## config.mk

```make
export PLATFORM = sky130hd
export DESIGN_NAME = fetch_unit
export DESIGN_NICKNAME = d
export VERILOG_FILES = /design/src/rtl/fetch_pkg.sv /design/src/rtl/fetch_queue.sv /design/src/rtl/fetch_unit.sv
export SDC_FILE = /design/constraint.sdc
export NUM_CORES = 1
export LEC_CHECK = 0
export ABC_AREA = 1
export CORE_ASPECT_RATIO = 0.9
export CORE_UTILIZATION = 61
export CTS_CLUSTER_DIAMETER = 50
export DETAILED_ROUTE_END_ITERATION = 12
export PLACE_DENSITY = 0.89
export SLEW_MARGIN = 40
export SYNTH_ARGS = -nofsm -noshare
export SYNTH_HDL_FRONTEND = slang
export SYNTH_HIERARCHICAL = 1
export SYNTH_SLANG_ARGS = --single-unit
export TNS_END_PERCENT = 30
```

## constraint.sdc

```tcl
create_clock -name clk -period 19.7 [get_ports clk]
set_clock_uncertainty 0.1 [all_clocks]
set_input_delay 3.94 -clock clk [delete_from_list [all_inputs] [get_ports clk]]
set_output_delay 3.94 -clock clk [all_outputs]
set_load 0.01 [all_outputs]
```

## src/rtl/fetch_pkg.sv

```systemverilog
`default_nettype none
// ============================================================================
// Module   : fetch_pkg
// Purpose  : Shared definitions for the SCC instruction-fetch stage: FSM
//            state encoding, default reset PC and the PC increment per word
//            (also used by ID/EX branch-target logic).
// Ports    : none (package)
// Revision : 1.0 - initial prefetching fetch engine
// ============================================================================
package fetch_pkg;

  localparam int unsigned c_STATE_W = 1;
  typedef logic [c_STATE_W-1:0] state_t;

  localparam state_t c_ST_RUN    = 1'b0;
  localparam state_t c_ST_HALTED = 1'b1;

  localparam logic [31:0] c_DEFAULT_RESET_PC = 32'h0000_0000;
  localparam int unsigned c_PC_STEP          = 4;

endpackage : fetch_pkg
`default_nettype wire

```

## src/rtl/fetch_queue.sv

```systemverilog
`default_nettype none
// ============================================================================
// Module   : fetch_queue
// Purpose  : Synchronous FIFO holding prefetched {instr, pc} words.
//            flush has priority over push and pop.
// Ports    : clk, reset          - clock, synchronous active-high reset
//            push / din          - write one entry
//            pop                 - consume head entry
//            flush               - empty the queue, pointers back to 0
//            dout                - head entry (valid when !empty)
//            count, full, empty  - occupancy status
// Revision : 1.0 - initial prefetching fetch engine
// ============================================================================
module fetch_queue #(
  parameter  int unsigned DEPTH = 4,
  parameter  int unsigned W     = 64,
  localparam int unsigned PTR_W = $clog2(DEPTH),
  localparam int unsigned CNT_W = $clog2(DEPTH) + 1
) (
  input  logic             clk,
  input  logic             reset,
  input  logic             push,
  input  logic             pop,
  input  logic             flush,
  input  logic [W-1:0]     din,
  output logic [W-1:0]     dout,
  output logic [CNT_W-1:0] count,
  output logic             full,
  output logic             empty
);

  logic [W-1:0]     mem_q [DEPTH];
  logic [PTR_W-1:0] rd_q;
  logic [PTR_W-1:0] wr_q;
  logic [CNT_W-1:0] count_q;
  logic             w_do_push;
  logic             w_do_pop;

  assign full      = (count_q == CNT_W'(DEPTH));
  assign empty     = (count_q == '0);
  assign w_do_push = push & ~full & ~flush;
  assign w_do_pop  = pop & ~empty & ~flush;

  // DEPTH is a power of two, so the pointers wrap by plain overflow.
  always_ff @(posedge clk) begin
    if (reset || flush) begin
      rd_q    <= '0;
      wr_q    <= '0;
      count_q <= '0;
    end else begin
      if (w_do_push) wr_q <= wr_q + PTR_W'(1);
      if (w_do_pop)  rd_q <= rd_q + PTR_W'(1);
      case ({w_do_push, w_do_pop})
        2'b10:   count_q <= count_q + CNT_W'(1);
        2'b01:   count_q <= count_q - CNT_W'(1);
        default: count_q <= count_q;
      endcase
    end
  end

  generate
    for (genvar i = 0; i < DEPTH; i++) begin : g_entry
      always_ff @(posedge clk) begin
        if (reset) begin
          mem_q[i] <= '0;
        end else if (w_do_push && (wr_q == PTR_W'(i))) begin
          mem_q[i] <= din;
        end
      end
    end
  endgenerate

  assign dout  = mem_q[rd_q];
  assign count = count_q;

endmodule : fetch_queue
`default_nettype wire

```

## src/rtl/fetch_unit.sv

```systemverilog
`default_nettype none
// ============================================================================
// Module   : fetch_unit
// Purpose  : Prefetching, stallable instruction-fetch stage. Owns the PC,
//            issues reads to a 1-cycle-latency instruction memory, buffers
//            returned words and hands them to ID over valid/ready.
//            Supports branch redirect (with flush) and a halt mode.
// Ports    : clk, reset                 - clock, synchronous active-high reset
//            in_mem_addr, in_mem_en     - request to instruction memory
//            in_mem                     - word returned one cycle after request
//            instr, instr_pc, instr_valid - head of queue towards ID
//            id_ready                   - ID accepts head this cycle
//            redirect_valid, redirect_pc - load new PC, flush queue
//            halt_req, halted           - stop issuing / halted status
// Revision : 1.0 - initial prefetching fetch engine
// ============================================================================
module fetch_unit
  import fetch_pkg::*;
#(
  parameter int unsigned       ADDR_W      = 32,
  parameter int unsigned       INSTR_W     = 32,
  parameter int unsigned       QUEUE_DEPTH = 4,
  parameter logic [ADDR_W-1:0] RESET_PC    = ADDR_W'(c_DEFAULT_RESET_PC),
  parameter int unsigned       PC_STEP     = c_PC_STEP
) (
  input  logic               clk,
  input  logic               reset,
  output logic [ADDR_W-1:0]  in_mem_addr,
  output logic               in_mem_en,
  input  logic [INSTR_W-1:0] in_mem,
  output logic [INSTR_W-1:0] instr,
  output logic [ADDR_W-1:0]  instr_pc,
  output logic               instr_valid,
  input  logic               id_ready,
  input  logic               redirect_valid,
  input  logic [ADDR_W-1:0]  redirect_pc,
  input  logic               halt_req,
  output logic               halted
);

  localparam int unsigned CNT_W = $clog2(QUEUE_DEPTH) + 1;
  localparam int unsigned Q_W   = INSTR_W + ADDR_W;

  state_t              state_q;
  state_t              state_d;
  logic [ADDR_W-1:0]   pc_q;
  logic [ADDR_W-1:0]   pc_d;
  logic                inflight_q;
  logic [ADDR_W-1:0]   inflight_pc_q;

  logic [CNT_W-1:0]    w_q_count;
  logic                w_q_full;
  logic                w_q_empty;
  logic [Q_W-1:0]      w_q_dout;
  logic                w_pop;
  logic [CNT_W:0]      w_used;
  logic                w_credit_ok;
  logic                w_issue;

  // Credit: a request may only be issued if its response is guaranteed a
  // slot. Pops in this cycle are deliberately not counted as credit.
  // The full term is redundant with the sum but keeps the check explicit.
  assign w_used      = {1'b0, w_q_count} + {{CNT_W{1'b0}}, inflight_q};
  assign w_credit_ok = ~w_q_full & (w_used < (CNT_W+1)'(QUEUE_DEPTH));

  // --------------------------------------------------------------------------
  // FSM: state register
  // --------------------------------------------------------------------------
  always_ff @(posedge clk) begin
    if (reset) begin
      state_q <= c_ST_RUN;
    end else begin
      state_q <= state_d;
    end
  end

  // --------------------------------------------------------------------------
  // FSM: next state. Redirect always wins and is the only exit from HALTED.
  // --------------------------------------------------------------------------
  always_comb begin
    state_d = state_q;
    if (redirect_valid) begin
      state_d = c_ST_RUN;
    end else if ((state_q == c_ST_RUN) && halt_req) begin
      state_d = c_ST_HALTED;
    end
  end

  // --------------------------------------------------------------------------
  // FSM: outputs
  // --------------------------------------------------------------------------
  always_comb begin
    halted  = (state_q == c_ST_HALTED);
    w_issue = (state_q == c_ST_RUN) & ~reset & ~redirect_valid & w_credit_ok;
  end

  // --------------------------------------------------------------------------
  // PC and in-flight tracking
  // --------------------------------------------------------------------------
  always_comb begin
    pc_d = pc_q;
    if (redirect_valid) begin
      pc_d = redirect_pc;
    end else if (w_issue) begin
      pc_d = pc_q + ADDR_W'(PC_STEP);
    end
  end

  // A redirect never issues, so inflight_q drops and the response that
  // arrives in the following cycle is never pushed.
  always_ff @(posedge clk) begin
    if (reset) begin
      pc_q          <= RESET_PC;
      inflight_q    <= 1'b0;
      inflight_pc_q <= '0;
    end else begin
      pc_q       <= pc_d;
      inflight_q <= w_issue;
      if (w_issue) begin
        inflight_pc_q <= pc_q;
      end
    end
  end

  // --------------------------------------------------------------------------
  // Prefetch queue. A response landing in a redirect cycle is discarded
  // because flush has priority over push.
  // --------------------------------------------------------------------------
  assign w_pop = ~w_q_empty & id_ready;

  fetch_queue #(
    .DEPTH (QUEUE_DEPTH),
    .W     (Q_W)
  ) u_queue (
    .clk   (clk),
    .reset (reset),
    .push  (inflight_q),
    .pop   (w_pop),
    .flush (redirect_valid),
    .din   ({in_mem, inflight_pc_q}),
    .dout  (w_q_dout),
    .count (w_q_count),
    .full  (w_q_full),
    .empty (w_q_empty)
  );

  assign in_mem_en   = w_issue;
  assign in_mem_addr = pc_q;
  assign instr_valid = ~w_q_empty;
  assign instr       = w_q_empty ? '0 : w_q_dout[Q_W-1:ADDR_W];
  assign instr_pc    = w_q_empty ? '0 : w_q_dout[ADDR_W-1:0];

endmodule : fetch_unit
`default_nettype wire
```

Word-level counts from Yosys, hierarchy flattened:

Memories as Yosys holds them, arrays and structs flattened. A register that Yosys moved wholly into a read port is not among the register bits.
Cells that the tools add are included.

* output and inout port bits: 99
* bits in registers: 73
* logic and storage cells: 75
* memories kept: 1
* bits in writable memories: 256
* input bits: 69

* equal/unequal tests: 6
* bitwise logic cells: 18
* mux-type cells: 25
* magnitude comparators: 1
* $add $sub $neg: 6
* reduce and logical (&&, ||, !) cells: 11

Memory list
* u_queue.mem_q: words 4, width 64, rd ports 1, clocked after memory_dff 1, wr ports 4, RTL line fetch_queue.sv:32 `logic [W-1:0] mem_q [DEPTH];`

Operators with widths (count)
* $mux W64: 4
* $mux W32: 4
* $add A32 B3 Y32 const B: 1
* $mux W1: 14
* $and A1 B1 Y1: 9
* $eq A2 B2 Y1 const B: 3
* $pmux W3 S2: 1
* $logic_and A1 B1 Y1: 5
* $not A1 Y1: 5
* $add A2 B1 Y2 const B: 2
* $add A3 B1 Y4: 1
* $eq A2 B1 Y1 const B: 2
* $lt A4 B3 Y1 const B: 1
* $mux W2: 2
* $or A1 B1 Y1: 4
* $reduce_bool A2 Y1: 2
* $add A3 B1 Y3 const B: 1
* $eq A3 B3 Y1 const B: 1
* $logic_not A3 Y1: 1
* $sub A3 B1 Y3 const B: 1
* $logic_not A2 Y1: 1
* $reduce_or A2 Y1: 1
* $logic_or A1 B1 Y1: 1

Depth between registers and ports, before layout:

Gate-level depths: netlist (run 1).

* word-level depth: 9
* depth in mapped cells: 18
* mapped depth without buffers: 17

Cells and area by module:

The synthesis (run 1) kept the hierarchy.

Modules (own cells, without submodules)
* fetch_queue: times used 1, area each 11506.0 µm², seq. area each 7867.5 µm², cells an instance 1044
* fetch_unit: times used 1, area each 3991.3 µm², seq. area each 1321.3 µm², cells an instance 681

Worst setup path before layout (run 1):

OpenSTA, ideal clock, no wires.

* path kind: input port to flip-flop
* from: input port redirect_valid
* to: memory u_queue.mem_q[0][0] (enable)
* arrival time: 8.808 ns
* stages: 3
* data required time: 19.026 ns
* path buffers: 0
* library setup time: 0.574 ns
* slack: 10.217 ns
* cells stage by stage: nor2_8 nand2_1 o21ai_0

RTL lines
* start, declared: RTL line fetch_unit.sv:35 `input logic redirect_valid,`
* end, declared: RTL line fetch_queue.sv:32

Worst setup path in the final report (run 1):

* from: input port reset
* to: output port in_mem_en

* cells in the longest elaborated chain, start to end: 4

RTL lines
* start, declared: RTL line fetch_unit.sv:27 `input logic reset,`
* $not A1 Y1: RTL line fetch_unit.sv:94 `w_issue = (state_q == c_ST_RUN) & ~reset & ~redirect_valid & w_credit_ok;`
* $and A1 B1 Y1 (3 in series): RTL line fetch_unit.sv:94
* end, declared: RTL line fetch_unit.sv:29 `output logic in_mem_en,`

No other way between the ends.

==> results of run 1 <==
-- cells in the mapped netlist --
cell type / instances
nor2_1: 534
edfxtp_1: 256
inv_1: 217
o21ai_0: 163
nand2_1: 154
dfxtp_1: 75
o22ai_1: 64
nand3_1: 54
clkbuf_1: 37
a21oi_1: 33
buf_6: 26
buf_2: 22
o21ai_1: 14
nor2_2: 12
nor3_1: 11
a211oi_1: 7
buf_4: 6
ha_1: 6
nand4_4: 5
a31oi_1: 4
nand4_1: 4
inv_2: 3
nor2_8: 3
and2_1: 2
buf_1: 2
clkbuf_2: 2
nand2_4: 2
fa_1: 1
nand2_2: 1
o211ai_1: 1
o21a_1: 1
or2_2: 1
xnor2_1: 1
xor2_1: 1
-- critical path, stage by stage --
cell and delay, ns:
clkdlybuf4s50_1 0.40, buf_4 0.28, nor2_8 0.18, nand2_4 0.11, nor2_8 0.28, buf_12 0.27, clkdlybuf4s50_1 0.59
-- cell type report --
cell class | count | area [um^2]
Clock buffer | 46 | 971
Clock inverter | 15 | 148
Fill cell | 1672 | 6300
Inverter | 220 | 830
Multi-Input combinational cell | 1079 | 4920
Sequential cell | 331 | 9190
Tap cell | 336 | 420
Timing Repair Buffer | 182 | 1810
-- routing by layer --
layer  global-route usage  up-vias
met2                0.512      826
met3               0.0451       99
met1                0.385     5874
met4                0.116        0
met5                    0        -
li1                     -     5881
-- sequential cells by signal (all words and copies together), names as in the netlist, named ones only --
register,cells
u_queue/rd_q,2
halted,1
u_queue/count,3
inflight_pc_q,32
u_queue/wr_q,2
u_queue/mem_q,256
inflight_q,1
in_mem_addr,32
-- power groups by stage --
stage	clock network [mW]	logic (mW)	registers, mW
floorplan	0	0.0564	0.810
global placement	0	0.100	0.808
detailed placement	0	0.103	0.809
CTS	0.646	0.105	0.795
global route	0.672	0.116	0.798
finish	0.643	0.106	0.795
-- metrics by stage --
stage | instance area (um^2) | worst slack [ns] | util
finish | 18300 | 9.55 | 0.744
global route | 18300 | 9.47 | 0.744
CTS | 18300 | 9.34 | 0.743
detailed placement | 17200 | 9.34 | 0.697
global placement | 17100 | 9.37 | 0.697
floorplan | 15500 | 10.22 | -
-- final timing paths --
kind                            cells after the start                           from                            end
worst max-delay path                                7                          reset                      in_mem_en
worst min-delay path                                2  inflight_pc_q[7]$_SDFFE_PP0P_  inflight_pc_q[7]$_SDFFE_PP0P_
worst max register to register                     13  u_queue/count[1]$_SDFFE_PP0P_  u_queue/count[1]$_SDFFE_PP0P_
worst min register to register                      2  inflight_pc_q[7]$_SDFFE_PP0P_  inflight_pc_q[7]$_SDFFE_PP0P_
-- kinds of logic (layout without fill, tap and decap cells) --
logic type / Yosys count / count (layout) / share of synthesized area
buf+inv: 315 / 463 / 0.0923
simple gates: 783 / 783 / 0.208
xor+xnor: 2 / 2 / 0.00113
fa+ha+maj: 7 / 7 / 0.00614
compound gates: 287 / 287 / 0.0996
flops: 331 / 331 / 0.593
==> out/metrics.cfg, run 1 <==
[run_status]
status = complete, no violations

[yosys]
synthesis.area_um2 = 15500
ys_ff_latch = 331
seq_area_frac_synth = 0.593
yosysWarningCount = 6
yosys.area.top_type = edfxtp_1
yosysTopAreaCellShare = 0.496
syn_nets = 1801
synth_cells = 1725
synth.avg_cell_area_um2 = 8.98
synth_area_leaders = edfxtp_1 (50%), nor2_1 (13%), dfxtp_1 (9.7%)
ys_types = 34

[finish]
stdcell_count = 2209
final_common_cell = nor2_1
num_antenna_cells = 0
drive_gt1_frac = 0.0539
final_nets = 1925
layout_common_cells = nor2_1 (534), edfxtp_1 (256), inv_1 (215)
area_growth_pct = 18.1

[global_route]
grt.total_usage = 0.300
grt_pass1_vias = 12355
grt_pass1_wl_um = 61100
antenna_found_initial = 0
grt_overflow_total = 0
grt_start_max_net_pins = 103

[timing]
max_slew_margin = 0.408
worst_pin_slew_ns = 0.889
setup_violations = 0
finalHoldViolations = 0
timing.fmax_mhz = 98.5
period_needed_ns = 10.15
post-route-period-util = 0.515
drv_slew = 0
rsz0062_at_grt = no
tns_ns = 0
fin_hold_ws_ns = 0.365

[drt]
wl_per_cell_um = 17.9
vias_per_cell = 5.74
route.vias.total = 12680
top_layer = met4
drtIter0Drc = 1604
m1WireLength_um = 14900
dr_wl_met3_um = 3940
first_pass_iters = 6
dr_wl_met2_um = 19500
ant_nets = 0
drc = 0
drt_wl_total_um = 39500

[power_and_ir_drop]
switching_power_uw = 350
vdd_drop_max_mv = 0.0684
seqPwrFrac = 0.515
clockPowerShare = 0.416
pwr-share-comb = 0.069
switching_share = 0.226
power_density_nw_per_um2 = 84.4
total_power_mw = 1.54
p_int_mw = 1.20
p_leak_nw = 7.02

[die]
start_util = 0.630
core_area_um2 = 24600
rows = 54
io_pins = 168
die-area_um2 = 26000
fp.dieW_um = 170
die_height_um = 153

[clock_tree]
htree_levels = 2
cts_tree = done
clk_latency_ns = 0.51
cts-root-buf = clkbuf_16
cts_setup_buffers = 0
cts_hold_buffers = 0
clock_sinks = 331
numCtsBuffers = 35
clk_pin_slew_worst_paths_ns = 0.06
cts_buffer_depth = 3
cts.repair.resized = 0

[critical_path]
cp_max_fo = 52
worstSetupPathType = input port to output pin
reg2reg_setup_slack_ns = 16.49
startpoint_type = input port
end_kind = output pin
arrival_ns = 6.11
crit_required_ns = 15.66

[place]
gp_congestion = 0.897
post-dp-hpwl_um = 22100
dp.cells = 2147
portBuffers = 167

[job]
drv_cap = 0

[hold_path]
min_path_type = register to register

No activity file was read; power rests on OpenSTA's default activity.
==> inputs of run 2 (changes only) <==
--- a/config.mk
+++ b/config.mk
@@ -7,10 +7,10 @@
 export LEC_CHECK = 0
 export ABC_AREA = 1
 export CORE_ASPECT_RATIO = 0.9
-export CORE_UTILIZATION = 61
+export CORE_UTILIZATION = 51
 export CTS_CLUSTER_DIAMETER = 50
 export DETAILED_ROUTE_END_ITERATION = 12
-export PLACE_DENSITY = 0.89
+export PLACE_DENSITY = 0.8
 export SLEW_MARGIN = 40
 export SYNTH_ARGS = -nofsm -noshare
 export SYNTH_HDL_FRONTEND = slang
==> constraint.sdc (replaced) <==
create_clock -name clk -period 9.3 [get_ports clk]
set_clock_uncertainty 0.1 [all_clocks]
set_input_delay 1.86 -clock clk [delete_from_list [all_inputs] [get_ports clk]]
set_output_delay 1.86 -clock clk [all_outputs]
set_load 0.01 [all_outputs]
==> out/metrics.cfg, run 2 (same netlist as run 1, synthesis figures left out) <==
[run_status]
status = complete, no violations  ; unchanged

[die]
io_pins = 168  ; unchanged
rows = 60  ; was 54
core_area_um2 = 29900  ; was 24,600 um^2
start_util = 0.519  ; was 0.630
die-area_um2 = 31100  ; was 26,000 um^2
die_height_um = 167  ; was 153 um
fp.dieW_um = 186  ; was 170 um

[clock_tree]
cts_buffer_depth = 3  ; unchanged
cts_hold_buffers = 0  ; unchanged
cts_setup_buffers = 0  ; unchanged
htree_levels = 2  ; unchanged
numCtsBuffers = 36  ; was 35
clk_pin_slew_worst_paths_ns = 0.06  ; about the same
clock_sinks = 331  ; unchanged
clk_latency_ns = 0.52  ; was 0.51 ns
cts_tree = done  ; unchanged
cts-root-buf = clkbuf_16  ; unchanged
cts.repair.resized = 0  ; unchanged

[finish]
final_common_cell = nor2_1  ; unchanged
final_nets = 1927  ; was 1,925
top_register = u_queue/mem_q  ; unchanged
layout_common_cells = nor2_1 (534), edfxtp_1 (256), inv_1 (215)  ; unchanged
largest_register_ff_count = 256  ; unchanged
num_antenna_cells = 0  ; unchanged
drive_gt1_frac = 0.0559  ; was 0.0539
area_growth_pct = 18.7  ; was 18.1%

[critical_path]
worstPathCellList = clkdlybuf4s50_1 > buf_4 > nor2_8 > nand2_4 > nor2_8 > clkdlybuf4s50_1  ; was clkdlybuf4s50_1 > buf_4 > nor2_8 > nand2_4 > nor2_8 > buf_12 > clkdlybuf4s50_1
crit_family = buffers and inverters  ; unchanged
cp_max_fo = 36  ; was 52
worstSetupStartpoint = redirect_valid  ; was reset
r2r_start = u_queue/count[1]$_SDFFE_PP0P_  ; unchanged
end_kind = output pin  ; unchanged
startpoint_type = input port  ; unchanged
slowest_delay_ns = 0.61  ; was 0.59 ns
worst_r2r_path_depth = 13  ; unchanged
reg2reg_setup_slack_ns = 6.29  ; was 16.49 ns
worstSetupPathType = input port to output pin  ; unchanged
critPathBufInv = 3  ; was 4
timing.rr.end = u_queue/count[1]$_SDFFE_PP0P_  ; unchanged
crit_required_ns = 7.34  ; was 15.66 ns
arrival_ns = 3.77  ; was 6.11 ns
slowest_stage = clkdlybuf4s50_1  ; unchanged

[timing]
period_needed_ns = 5.73
max_slew_margin = 0.425  ; was 0.408
worst_pin_slew_ns = 0.863  ; was 0.889 ns
post-route-period-util = 0.616
setup_violations = 0  ; unchanged
drv_slew = 0  ; unchanged
tns_ns = 0  ; unchanged
timing.fmax_mhz = 175
finalHoldViolations = 0  ; unchanged
rsz0062_at_grt = no  ; unchanged

[drt]
ant_nets = 0  ; unchanged
vias_per_cell = 5.38  ; was 5.74
wl_per_cell_um = 16.6  ; was 17.9 um
route.vias.total = 12270  ; was 12.7k
drt_wl_total_um = 37900  ; was 39,500 um
first_pass_iters = 6  ; unchanged
drc = 0  ; unchanged
drtIter0Drc = 1425  ; was 1,604

[hold_path]
min_to = inflight_pc_q[24]$_SDFFE_PP0P_  ; was inflight_pc_q[7]$_SDFFE_PP0P_
min_from = inflight_pc_q[24]$_SDFFE_PP0P_  ; was inflight_pc_q[7]$_SDFFE_PP0P_
hold_depth = 2  ; unchanged
min_path_type = register to register  ; unchanged

[job]
drv_cap = 0  ; unchanged

[global_route]
grt_pass1_vias = 12008  ; was 12.4k
grt.total_usage = 0.244  ; was 0.300
antenna_found_initial = 0  ; unchanged
grt_start_max_net_pins = 103  ; unchanged
grt_overflow_total = 0  ; unchanged
grt_pass1_wl_um = 59900  ; was 61,100 um

[place]
post-dp-hpwl_um = 21600  ; was 22,100 um
gp_congestion = 0.927  ; was 0.897
portBuffers = 167  ; unchanged

[power_and_ir_drop]
p_leak_nw = 7.03  ; was 7.02 nW
total_power_mw = 3.26  ; was 1.54 mW
power_density_nw_per_um2 = 177  ; was 84.4 nW/um^2
vdd_drop_max_mv = 0.106  ; was 0.0684 mV

[run 2: cell types whose count changed in the layout (fill, tap and decap cells not counted)]
cell        delta
buf_4          -1
buf_6          +2
bufinv_16      -1
clkbuf_1       -1
clkbuf_2       -1
clkbuf_8       -1
clkinv_1       +2
clkinv_4       +2
clkinv_8       -1
clkinvlp_4     -1
inv_2          +1
inv_4          +2
inv_6          +1
inv_8          +2
[run 2: final cells by class]
class | instances | area, um^2
timing repair buffer | 183 | 1830
inverter | 220 | 827
clock buffer | 43 | 948
sequential | 331 | 9190
multi-input combinational | 1079 | 4920
clock inverter | 22 | 169
tap | 403 | 504
fill | 2438 | 11500
[run 2: power by group]
group          switching, mW  internal [mW]
registers             0.0329           1.65
clock network          0.583          0.768
logic                  0.137         0.0860
[run 2: how the worst max path moves through the flow]
stage                                         to  cells past startpoint
4_1_cts                                in_mem_en                      6
3_3_place_gp                           in_mem_en                      6
2_1_floorplan  u_queue/mem_q[0][0]$_SDFFCE_PN0P_                      3
6_report                               in_mem_en                      6
5_1_grt                                in_mem_en                      6
3_5_place_dp                           in_mem_en                      6
[run 2: worst register-to-register path, cell delays in order (launching register included)]
cell and delay [ns]:
dfxtp_1 0.33, nor2_1 0.23, nand2_1 0.15, inv_2 0.07, buf_4 0.55, nor2_1 0.21
inv_1 0.09, nor2_1 0.05, nand2_1 0.14, inv_1 0.06, ha_1 0.19, inv_1 0.09
fa_1 0.41, a211oi_1 0.25
[run 2: per-layer routing]
metal / track usage / vias up / share of wire
met5: 0 / - / 0
met2: 0.400 / 587 / 0.47
met3: 0.0381 / 66 / 0.089
li1: - / 5885 / -
met1: 0.330 / 5732 / 0.42
met4: 0.0813 / 0 / 0.023
[run 2: per-stage QoR]
step           hold slack [ns]   util  setup slack (ns)  cells  instance area (um^2)
2_1_floorplan            0.340      -              1.90   1725                 15500
3_3_place_gp             0.357  0.577              3.12   2215                 17200
3_5_place_dp             0.362  0.577              3.08   2215                 17300
4_1_cts                  0.402  0.615              3.08   2280                 18400
5_1_grt                  0.429  0.616              3.49   2281                 18400
6_report                 0.403  0.616              3.57   2281                 18400
==> inputs of run 3 (changes only) <==
--- a/config.mk
+++ b/config.mk
@@ -7,10 +7,10 @@
 export LEC_CHECK = 0
 export ABC_AREA = 1
 export CORE_ASPECT_RATIO = 0.9
-export CORE_UTILIZATION = 51
+export CORE_UTILIZATION = 57
 export CTS_CLUSTER_DIAMETER = 50
 export DETAILED_ROUTE_END_ITERATION = 12
-export PLACE_DENSITY = 0.8
+export PLACE_DENSITY = 0.84
 export SLEW_MARGIN = 40
 export SYNTH_ARGS = -nofsm -noshare
 export SYNTH_HDL_FRONTEND = slang
==> constraint.sdc (replaced) <==
create_clock -name clk -period 5.9 [get_ports clk]
set_clock_uncertainty 0.1 [all_clocks]
set_input_delay 1.18 -clock clk [delete_from_list [all_inputs] [get_ports clk]]
set_output_delay 1.18 -clock clk [all_outputs]
set_load 0.01 [all_outputs]
==> out/metrics.cfg, run 3 (same netlist as run 1, synthesis figures left out) <==
[run_status]
status = complete, no violations  ; unchanged

[finish]
fill_cells = 1917  ; was 2,438
drive_gt1_frac = 0.0564  ; was 0.0559
layout_common_cells = nor2_1 (534), edfxtp_1 (256), inv_1 (215)  ; unchanged
largest_register_ff_count = 256  ; unchanged
area_growth_pct = 18.7  ; about the same
num_antenna_cells = 0  ; unchanged
final-seq-area_um2 = 9190  ; unchanged
multi_input_area_um2 = 4920  ; unchanged
final_common_cell = nor2_1  ; unchanged
final_nets = 1928  ; was 1,927
top_register = u_queue/mem_q  ; unchanged

[global_route]
grt_pass1_wl_um = 59000  ; was 59,900 um
grt_start_max_net_pins = 75  ; was 103
grt_overflow_total = 0  ; unchanged
antenna_found_initial = 0  ; unchanged
grt_pass1_vias = 11652  ; was 12.0k
grt.total_usage = 0.272  ; was 0.244

[drt]
route.vias.total = 12442  ; was 12.3k
ant_nets = 0  ; unchanged
first_pass_iters = 6  ; unchanged
drc = 0  ; unchanged
drtIter0Drc = 1287  ; was 1,425
drt_wl_total_um = 37900  ; about the same
wl_per_cell_um = 17.0  ; was 16.6 um
vias_per_cell = 5.59  ; was 5.38

[job]
drv_cap = 0  ; unchanged

[timing]
post-route-period-util = 0.777
drv_slew = 0  ; unchanged
rsz0062_at_grt = no  ; unchanged
finalHoldViolations = 0  ; unchanged
tns_ns = 0  ; unchanged
setup_violations = 0  ; unchanged
fin_hold_ws_ns = 0.392  ; was 0.403 ns
worst_pin_slew_ns = 0.862  ; was 0.863 ns
timing.fmax_mhz = 218
period_needed_ns = 4.58
max_slew_margin = 0.425  ; about the same

[clock_tree]
cts_setup_buffers = 0  ; unchanged
clock_sinks = 331  ; unchanged
cts_tree = done  ; unchanged
htree_levels = 2  ; unchanged
clk_pin_slew_worst_paths_ns = 0.06  ; about the same
cts-root-buf = clkbuf_16  ; unchanged
cts.repair.resized = 0  ; unchanged
numCtsBuffers = 35  ; was 36
clk_latency_ns = 0.50  ; was 0.52 ns
cts_buffer_depth = 3  ; unchanged
cts_hold_buffers = 0  ; unchanged

[power_and_ir_drop]
p_leak_nw = 7.08  ; was 7.03 nW
power_density_nw_per_um2 = 282  ; was 177 nW/um^2
clockPowerShare = 0.419  ; was 0.415
seqPwrFrac = 0.512  ; was 0.517
total_power_mw = 5.18  ; was 3.26 mW
p_int_mw = 4.04  ; was 2.50 mW
pwr-share-comb = 0.069  ; about the same
vdd_drop_max_mv = 0.169  ; was 0.106 mV
switching_power_mw = 1.15  ; was 754 uW
switching_share = 0.221  ; was 0.231

[critical_path]
crit_family = buffers and inverters  ; unchanged
end_kind = output pin  ; unchanged
crit_end = instr_pc[12]  ; was in_mem_en
r2r_start = u_queue/count[1]$_SDFFE_PP0P_  ; unchanged
worstSetupPathType = register to output pin  ; was input port to output pin
slowest_delay_ns = 0.70  ; was 0.61 ns
worstPathCellList = buf_4 > o21ai_0 > o22ai_1 > inv_1 > nor2_1 > clkdlybuf4s50_1  ; was clkdlybuf4s50_1 > buf_4 > nor2_8 > nand2_4 > nor2_8 > clkdlybuf4s50_1
crit_required_ns = 4.62  ; was 7.34 ns
critPathBufInv = 3  ; unchanged
worst_r2r_path_depth = 12  ; was 13
cp_max_fo = 74  ; was 36
crit_cells = 6  ; unchanged
startpoint_type = register  ; was input port
timing.rr.end = u_queue/count[1]$_SDFFE_PP0P_  ; unchanged
arrival_ns = 3.30  ; was 3.77 ns
reg2reg_setup_slack_ns = 3.01  ; was 6.29 ns
slowest_stage = dfxtp_4  ; was clkdlybuf4s50_1

[die]
rows = 56  ; was 60
io_pins = 168  ; unchanged
core_area_um2 = 26400  ; was 29,900 um^2
fp.dieW_um = 176  ; was 186 um
die-area_um2 = 27900  ; was 31,100 um^2
die_height_um = 158  ; was 167 um
start_util = 0.587  ; was 0.519

[place]
gp_congestion = 0.879  ; was 0.927
portBuffers = 167  ; unchanged
post-dp-hpwl_um = 21900  ; was 21,600 um

[hold_path]
min_path_type = register to register  ; unchanged

## run 3: through the flow
stage | setup WS (ns) | utilization | cell area [um^2] | instances
finish | 1.32 | 0.696 | 18400 | 2226
global route | 1.11 | 0.696 | 18400 | 2226
CTS | 1.10 | 0.695 | 18400 | 2224
detailed placement | 1.64 | 0.652 | 17200 | 2161
global placement | 1.75 | 0.651 | 17200 | 2161
floorplan | -0.823 | - | 15500 | 1725
## run 3: worst reg2reg max path: stages (launching register included)
cell and delay [ns]:
dfxtp_1 0.35, nor2_1 0.23, nand2_1 0.18, inv_4 0.47, nor2_1 0.20, inv_1 0.09
nor2_1 0.05, nand2_1 0.14, inv_1 0.06, ha_1 0.19, inv_1 0.09, fa_1 0.41
a211oi_1 0.25
## run 3: layout make-up
type                    instances  share of cell area
multi-input cells            1079               0.268
inverters                     220              0.0452
clock inverters                21             0.00993
well taps                     348              0.0237
flip-flops and latches        331               0.500
clock buffers                  42              0.0524
repair buffers                185               0.101
## run 3: worst min path at each step
stage	startpoint	cells after the start	slack (ns)	end
after floorplan	inflight_pc_q[10]$_SDFFE_PP0P_	2	0.34	inflight_pc_q[10]$_SDFFE_PP0P_
after global placement	inflight_pc_q[10]$_SDFFE_PP0P_	2	0.38	inflight_pc_q[10]$_SDFFE_PP0P_
after detailed placement	inflight_pc_q[21]$_SDFFE_PP0P_	2	0.38	inflight_pc_q[21]$_SDFFE_PP0P_
after CTS	inflight_pc_q[21]$_SDFFE_PP0P_	2	0.39	inflight_pc_q[21]$_SDFFE_PP0P_
after global routing	u_queue/count[0]$_SDFFE_PP0P_	2	0.41	u_queue/count[0]$_SDFFE_PP0P_
final	inflight_pc_q[21]$_SDFFE_PP0P_	2	0.39	inflight_pc_q[21]$_SDFFE_PP0P_
## run 3: layer usage
layer / track usage / part of all wire / vias to the layer above / wire length, um
met1: 0.361 / 0.41 / 5798 / 15500
met4: 0.0849 / 0.020 / 0 / 758
met3: 0.0408 / 0.096 / 54 / 3640
met2: 0.462 / 0.47 / 708 / 18000
met5: 0 / 0 / - / 0
li1: - / - / 5882 / -
## run 3: power groups by stage
stage / Combinational (mW) / Sequential [mW] / Clock (mW)
3_5_place_dp: 0.348 / 2.70 / 0
2_1_floorplan: 0.188 / 2.70 / 0
5_1_grt: 0.388 / 2.66 / 2.29
4_1_cts: 0.352 / 2.65 / 2.20
3_3_place_gp: 0.340 / 2.70 / 0
6_report: 0.356 / 2.65 / 2.17
